<file path="src/rtl/amns_pkg.sv">
// Shared constants and types for the AMNS word-serial FIOS result path.
package amns_pkg;

  localparam int WORD_WIDTH = 17;
  localparam int N          = 5;
  localparam int S          = 4;
  localparam int COEF_W     = S * WORD_WIDTH;
  localparam int POLY_W     = N * COEF_W;

  typedef logic [WORD_WIDTH:0]       word_t;
  typedef logic signed [COEF_W-1:0]  coef_t;
  typedef logic [POLY_W-1:0]         poly_t;

endpackage

</file>
<file path="src/rtl/fios_carry_norm.sv">
// Folds the redundant carry bit of each stream word into the next word of the
// same coefficient; the carry out of a coefficient's top word is discarded.
module fios_carry_norm
  import amns_pkg::*;
#(
  parameter int WW = WORD_WIDTH
) (
  input  logic          clk,
  input  logic          rst_n,
  input  logic          word_valid,
  input  logic          last_word,
  input  logic [WW:0]   word_in,
  output logic [WW-1:0] norm_word
);

  logic [1:0]    carry_reg;
  logic [WW+1:0] sum;

  // Redundant word plus pending carry; the carry can reach 2, hence WW+2 bits.
  assign sum       = {1'b0, word_in} + {{WW{1'b0}}, carry_reg};
  assign norm_word = sum[WW-1:0];

  // Carry register: restarts at zero at every coefficient boundary.
  always_ff @(posedge clk or negedge rst_n) begin
    if (!rst_n) begin
      carry_reg <= 2'd0;
    end else if (word_valid) begin
      carry_reg <= last_word ? 2'd0 : sum[WW+1:WW];
    end
  end

endmodule

</file>
<file path="src/rtl/poly_fios_result_collector.sv">
// Collects the normalised FIOS output stream into N signed coefficients and
// presents whole polynomials through two ping-pong banks on a valid/ready port.
module poly_fios_result_collector
  import amns_pkg::*;
#(
  parameter int WW  = WORD_WIDTH,
  parameter int NC  = N,
  parameter int SW  = S
) (
  input  logic               clock_i,
  input  logic               reset_n_i,
  input  logic               word_valid_i,
  input  logic [WW:0]        word_i,
  output logic               res_valid_o,
  input  logic               res_ready_i,
  output logic [NC*SW*WW-1:0] res_poly_o,
  output logic               overflow_o
);

  localparam int SLOTS  = NC * SW;
  localparam int WIDX_W = (SW > 1) ? $clog2(SW) : 1;
  localparam int CIDX_W = (NC > 1) ? $clog2(NC) : 1;

  logic [WIDX_W-1:0] word_idx_reg;
  logic [CIDX_W-1:0] coef_idx_reg;
  logic [1:0]        full_cnt_reg;
  logic              wr_ptr_reg;
  logic              rd_ptr_reg;
  logic              drop_reg;
  logic              overflow_reg;
  logic [WW-1:0]     bank_reg [2][SLOTS];

  logic              last_word;
  logic              last_coef;
  logic              first_word;
  logic              drop_now;
  logic              poly_done;
  logic              handshake;
  logic [WW-1:0]     norm_word;
  logic [SLOTS-1:0]  slot_hit;

  assign last_word  = (word_idx_reg == WIDX_W'(SW - 1));
  assign last_coef  = (coef_idx_reg == CIDX_W'(NC - 1));
  assign first_word = (word_idx_reg == '0) && (coef_idx_reg == '0);
  // The drop decision is taken on the first word and held for the whole polynomial.
  assign drop_now   = first_word ? (full_cnt_reg == 2'd2) : drop_reg;
  assign poly_done  = word_valid_i && last_word && last_coef && !drop_now;
  assign res_valid_o = (full_cnt_reg != 2'd0);
  assign handshake  = res_valid_o && res_ready_i;
  assign overflow_o = overflow_reg;

  fios_carry_norm #(.WW(WW)) u_carry_norm (
    .clk        (clock_i),
    .rst_n      (reset_n_i),
    .word_valid (word_valid_i),
    .last_word  (last_word),
    .word_in    (word_i),
    .norm_word  (norm_word)
  );

  // Slot decode and output mux: slot gi holds word gi%SW of coefficient gi/SW.
  for (genvar gi = 0; gi < SLOTS; gi++) begin : g_slot
    assign slot_hit[gi] = (coef_idx_reg == CIDX_W'(gi / SW)) &&
                          (word_idx_reg == WIDX_W'(gi % SW));
    assign res_poly_o[gi*WW +: WW] = bank_reg[rd_ptr_reg][gi];
  end

  // Stream position counters, per-polynomial drop flag and sticky overflow.
  always_ff @(posedge clock_i or negedge reset_n_i) begin
    if (!reset_n_i) begin
      word_idx_reg <= '0;
      coef_idx_reg <= '0;
      drop_reg     <= 1'b0;
      overflow_reg <= 1'b0;
    end else if (word_valid_i) begin
      drop_reg <= drop_now;
      if (drop_now) begin
        overflow_reg <= 1'b1;
      end
      if (last_word) begin
        word_idx_reg <= '0;
        coef_idx_reg <= last_coef ? '0 : coef_idx_reg + CIDX_W'(1);
      end else begin
        word_idx_reg <= word_idx_reg + WIDX_W'(1);
      end
    end
  end

  // Bank occupancy and ping-pong pointers; completion and drain may coincide.
  always_ff @(posedge clock_i or negedge reset_n_i) begin
    if (!reset_n_i) begin
      full_cnt_reg <= 2'd0;
      wr_ptr_reg   <= 1'b0;
      rd_ptr_reg   <= 1'b0;
    end else begin
      case ({poly_done, handshake})
        2'b10:   full_cnt_reg <= full_cnt_reg + 2'd1;
        2'b01:   full_cnt_reg <= full_cnt_reg - 2'd1;
        default: full_cnt_reg <= full_cnt_reg;
      endcase
      if (poly_done) begin
        wr_ptr_reg <= ~wr_ptr_reg;
      end
      if (handshake) begin
        rd_ptr_reg <= ~rd_ptr_reg;
      end
    end
  end

  // Result banks: each accepted, non-dropped word lands in its slot of the write bank.
  always_ff @(posedge clock_i or negedge reset_n_i) begin
    if (!reset_n_i) begin
      for (int b = 0; b < 2; b++) begin
        for (int s = 0; s < SLOTS; s++) begin
          bank_reg[b][s] <= '0;
        end
      end
    end else if (word_valid_i && !drop_now) begin
      for (int s = 0; s < SLOTS; s++) begin
        if (slot_hit[s]) begin
          bank_reg[wr_ptr_reg][s] <= norm_word;
        end
      end
    end
  end

endmodule
</file>
<file path="config.mk">
export PLATFORM = sky130hd
export DESIGN_NAME = poly_fios_result_collector
export DESIGN_NICKNAME = d
export VERILOG_FILES = /design/src/rtl/amns_pkg.sv /design/src/rtl/fios_carry_norm.sv /design/src/rtl/poly_fios_result_collector.sv
export SDC_FILE = /design/constraint.sdc
export NUM_CORES = 1
export LEC_CHECK = 0
export CAP_MARGIN = 10
export CORE_ASPECT_RATIO = 0.5
export CORE_UTILIZATION = 63
export CTS_BUF_LIST = sky130_fd_sc_hd__clkbuf_8
export DETAILED_ROUTE_END_ITERATION = 6
export PLACE_DENSITY_LB_ADDON = 0.1
export SYNTH_ARGS = -nofsm -noshare
export SYNTH_HDL_FRONTEND = slang
export SYNTH_SLANG_ARGS = --single-unit
</file>
<file path="constraint.sdc">
create_clock -name clock_i -period 5.9 [get_ports clock_i]
set_input_delay 0.885 -clock clock_i [delete_from_list [all_inputs] [get_ports clock_i]]
set_output_delay 0.885 -clock clock_i [all_outputs]
set_load 0.1 [all_outputs]
</file>
==> impl_metrics.py, run 1 <==
metrics = {
    "synthesis": {
        "synth_edf_count": 0,
        "muxShareOfSynthArea_pct": 15.5,
        "synth_top_area_share_pct": 56.9,
        "yosys.area_share.simple_pct": 9.58,
        "synth-xor-area-share_pct": 0.488,
        "netlist_area_um2": 30500,
        "synth_area_leader_cell": "dfrtp_1",
        "synth_warnings": 0,
        "synth_commonest_cells": "693 x dfrtp_1, 614 x a21oi_1, 473 x nor2_1",
        "synthDistinctLibCells": 48,
        "yosysMostFrequentCell": "dfrtp_1",
        "syn-mean-instance-area_um2": 11.1,
        "syn-instance-count": 2755,
        "synthArstFlopShare_pct": 100,
        "ys_seq_elements": 693,
        "synthFlopType": "dfrtp_1",
        "ys_seq_area_share_pct": 56.9,
        "synthesis.nets": 2790,
        "synth_adder_area_share_pct": 0.558,
        "yosys-top-cells-area": "dfrtp_1 57%, mux2_2 15%, a21oi_1 10%",
        "synth_compound_area_share_pct": 12.5,
        "synth_top_family_by_area": "multiplexers",
    },
    "drt": {
        "drtIter0Drc": 2141,
        "drt-pass1-iter-count": 5,
        "wl_per_cell_um": 21.6,
        "drtAntennaViolNets": 0,
        "vias": 22100,
        "drt_wl_total_um": 80400,
        "routed_via_density": 5.94,
        "drc_errors": 0,
    },
    "clock_tree": {
        "clock_path_buffers": 3,
        "post_cts_resized": 0,
        "cts_setup_buffers": 0,
        "cts_made_buffers": 93,
        "cts_tree": "built",
        "ctsHoldBuffers": 0,
        "cts.clk_slew.worst_paths_ns": 0.07,
        "clk_latency_ns": 0.68,
        "htree_num_levels": 3,
        "root_buffer": "clkbuf_8",
        "clock-sinks": 693,
    },
    "timing": {
        "setup_viol": 0,
        "slew_headroom_pct": 14.4,
        "min_period_ns": 4.62,
        "max_freq_mhz": 217,
        "post-route-period-util_pct": 78.2,
        "fin_setup_tns_ns": 0,
        "drv_slew": 0,
        "rsz0062_at_grt": "no",
        "fin_skew_ns": 0.0293,
        "worst_pin_slew_ns": 1.28,
        "finalHoldViolCount": 0,
    },
    "critical_path": {
        "cp-start-kind": "flop",
        "critPathMaxFanout": 102,
        "critical_path_required_ns": 5.02,
        "r2r_cells": 7,
        "worst_ep_arrival_time_ns": 3.73,
        "rr_endpoint": "bank_reg[625]",
        "r2r_start": "coef_idx_reg[0]",
        "path_class": "reg2out",
        "r2r_slack_ns": 2.74,
        "end_kind": "output pin",
    },
    "die": {
        "die_area_um2": 49300,
        "row_count": 56,
        "ios": 364,
        "core_um2": 47300,
        "start_util_pct": 64.4,
        "dieHeight_um": 158,
        "die_x_um": 313,
    },
    "global_route": {
        "grt_max_degree": 184,
        "overflow": 0,
        "antenna_found_initial": 1,
        "gr-usage-all-layers_pct": 32.6,
        "grt_pass1_vias": 21700,
        "grt_pass1_wl_um": 124000,
    },
    "cells_and_area": {
        "area_delta_synth_final_pct": 19.3,
        "num-nets-final": 3052,
        "largest_register_ffs": 680,
        "drive_gt1_share_pct": 22.5,
    },
    "run_status": {
        "outcome": "finished, final reports clean",
    },
    "min_path": {
        "min_path_type": "in2async",
    },
    "run": {
        "cap_violations": 0,
    },
    "placed_design": {
        "dp_hpwl_um": 48600,
        "port_buffers": 363,
        "gp_congestion": 0.806,
    },
}
[placed cells by master, fill, tap and decap left out, types with 25 or more instances in the layout]
cell,instances
a31oi_1,77
buf_4,55
inv_1,34
nor2_1,467
nand2_1,52
mux2_2,419
clkbuf_8,126
a21oi_1,614
o21ai_0,25
dfrtp_1,692
clkdlybuf4s50_1,362
[worst max-delay path by stage]
stage	from	endpoint	slack [ns]
2_1_floorplan	rd_ptr_reg	res_poly_o[0]	3.27
3_3_place_gp	word_i[0]	bank_reg[352]	1.94
3_5_place_dp	word_valid_i	bank_reg[83]	1.87
4_1_cts	rd_ptr_reg	res_poly_o[9]	1.28
5_1_grt	rd_ptr_reg	res_poly_o[304]	1.18
6_report	rd_ptr_reg	res_poly_o[84]	1.28
[routing by layer]
layer | vias to the layer above | global-route usage, % | part of all wire [%]
met2 | 750 | 53.5 | 49
met3 | 147 | 5.05 | 5.4
met5 | - | 0 | 0
li1 | 10100 | - | -
met4 | 0 | 11.1 | 3.1
met1 | 11200 | 45.1 | 42
[area by class of cell]
cell class,count,area [um2]
multi-input cells,1793,12000
diodes,1,2.50
fillers,3228,10900
clock buffers,126,1730
clock inverters,41,214
repair buffers,425,4190
inverters,11,41.3
well taps,638,798
flip-flops and latches,693,17300
[per-stage QoR]
stage	setup WS (ns)	std cells	hold WS (ns)	util, %	area (um2)
final	1.28	3728	0.205	76.9	36400
after floorplan	3.27	2755	0.440	-	30500
after global placement	1.94	3559	0.451	72.7	34400
after global routing	1.18	3728	0.242	76.9	36400
after CTS	1.28	3726	0.212	76.9	36400
after detailed placement	1.87	3559	0.460	72.7	34400
[cells by family (layout without fill, tap and decap cells)]
logic type               count (synthesis)  count (layout)
multiplexers                           420             420
flip-flops                             693             693
adder cells (fa/ha/maj)                 13              13
XOR/XNOR                                17              17
buffers and inverters                  269             603
other                                    0               1
AND/OR/NAND/NOR                        611             611
AO/OA/AOI/OAI                          732             732
[worst max-delay path, stage by stage, from the launching register on]
cell             delay [ns]
dfrtp_4                0.96
buf_12                 0.55
mux2_2                 0.26
clkdlybuf4s50_1        1.17
Power of run 1 is not shown: default switching activity piles up to over one toggle a cycle in this logic, so the estimate is an artifact.
==> run 2: changes to the inputs <==
Settings changed: CORE_UTILIZATION 63 to 52.
Clock period 5.9 ns to 3.8 ns, I/O delays scaled along.
==> impl_metrics.py, run 2 (synthesized netlist as in run 1, its figures left out) <==
metrics = {
    "critical_path": {
        "path_class": "reg2out",
        "r2r_start": "coef_idx_reg[1]",
        "end_kind": "output pin",
        "cpPeakStageDelay_ns": 0.82,
        "cp-start-kind": "flop",
        "critical_path_required_ns": 3.23,
        "crit_path_top_delay_cell": "dfrtp_4",
        "r2r_cells": 7,
        "critPathMaxFanout": 34,
        "rr_endpoint": "bank_reg[494]",
        "cpMostUsedCell": "buf_4",
        "worst_ep_arrival_time_ns": 2.72,
        "r2r_slack_ns": 0.70,
        "crit_path_cell_trace": "buf_4 > mux2_2 > buf_4",
    },
    "cells_and_area": {
        "area_delta_synth_final_pct": 18.8,
        "largest_register_ffs": 680,
        "mostFrequentLayoutCell": "dfrtp_1",
        "fin_area_um2": 36200,
        "num-nets-final": 3102,
        "drive_gt1_share_pct": 34.2,
        "final_cell_mix": "692 x dfrtp_1, 614 x a21oi_1, 467 x nor2_1, 426 x buf_4, 419 x mux2_2",
        "diodes": 0,
    },
    "timing": {
        "max_freq_mhz": 304,
        "fin_setup_tns_ns": 0,
        "setup_ws_ns": 0.513,
        "min_period_ns": 3.29,
        "finalHoldViolCount": 0,
        "setup_viol": 0,
        "drv_slew": 0,
        "holdWs_ns": 0.366,
        "post-route-period-util_pct": 86.5,
        "rsz0062_at_grt": "no",
        "slew_headroom_pct": 19.5,
        "worst_pin_slew_ns": 1.20,
        "fin_skew_ns": 0.0183,
    },
    "placed_design": {
        "dp_worst_setup_slack_ns": 0.431,
        "dpl_cell_area_um2": 34300,
        "gp_congestion": 0.821,
        "port_buffers": 363,
        "dp_hpwl_um": 50900,
    },
    "die": {
        "row_count": 62,
        "ios": 364,
        "die_area_um2": 59600,
        "dieHeight_um": 173,
        "die_x_um": 344,
        "start_util_pct": 52.9,
        "core_um2": 57600,
    },
    "drt": {
        "drt-pass1-iter-count": 5,
        "vias": 21800,
        "drt_wl_total_um": 83000,
        "routed_via_density": 5.58,
        "drc_errors": 0,
        "drtAntennaViolNets": 0,
        "wl_per_cell_um": 21.2,
        "drtIter0Drc": 1560,
    },
    "global_route": {
        "antenna_found_initial": 0,
        "gr-usage-all-layers_pct": 27.9,
        "grt_pass1_wl_um": 128000,
        "grt_pass1_vias": 21500,
        "grt_max_degree": 176,
        "overflow": 0,
    },
    "clock_tree": {
        "clock_path_buffers": 3,
        "cts_made_buffers": 97,
        "cts_setup_buffers": 0,
        "cts_tree": "built",
        "root_buffer": "clkbuf_8",
        "clk_latency_ns": 0.68,
        "htree_num_levels": 3,
        "clock-sinks": 693,
        "cts.clk_slew.worst_paths_ns": 0.07,
    },
    "run_status": {
        "outcome": "finished, final reports clean",
    },
    "min_path": {
        "min_path_type": "in2async",
    },
    "run": {
        "cap_violations": 0,
    },
}
run 2: how the worst max path moves through the flow:
stage                     startpoint              end  slack (ns)
final                     rd_ptr_reg  res_poly_o[289]        0.51
after global routing      rd_ptr_reg  res_poly_o[299]        0.39
after CTS                 rd_ptr_reg  res_poly_o[299]        0.45
after detailed placement   word_i[0]    bank_reg[354]        0.43
after global placement     word_i[0]    bank_reg[284]        0.47
after floorplan           rd_ptr_reg    res_poly_o[0]        1.49
run 2: repair_timing:
| item | CTS | global route |
|---|---|---|
| resized for setup | 0 | 0 |
| hold buffers | 1 | 0 |
| endpoints found under the hold margin | 29 | 0 |
run 2: stage by stage:
stage                     instances  utilization (%)
after floorplan                2755                -
after global placement         3735             59.4
after detailed placement       3735             59.4
after CTS                      3910             62.9
after global routing           3910             62.9
final                          3910             62.9
run 2: final cells by class:
cell class / count / area [um2]
inverter: 11 / 41.3
clock buffer: 127 / 1750
clock inverter: 47 / 215
fill: 4803 / 21400
timing repair buffer: 471 / 3860
tap: 768 / 961
sequential: 693 / 17300
multi-input combinational: 1793 / 12100
run 2: per-layer routing:
layer  GRT usage, %  wire (um)
met5              0          0
met4           6.69       1500
met3           3.87       2990
met2           44.7      40300
met1           40.4      38100
run 2: critical path: cells and delay by family, from the launching register on:
family,cells,cell delay [ns]
multiplexers,1,0.42
buffers and inverters,2,0.77
flip-flops,1,0.82
Power of run 2 is left out for the same reason.
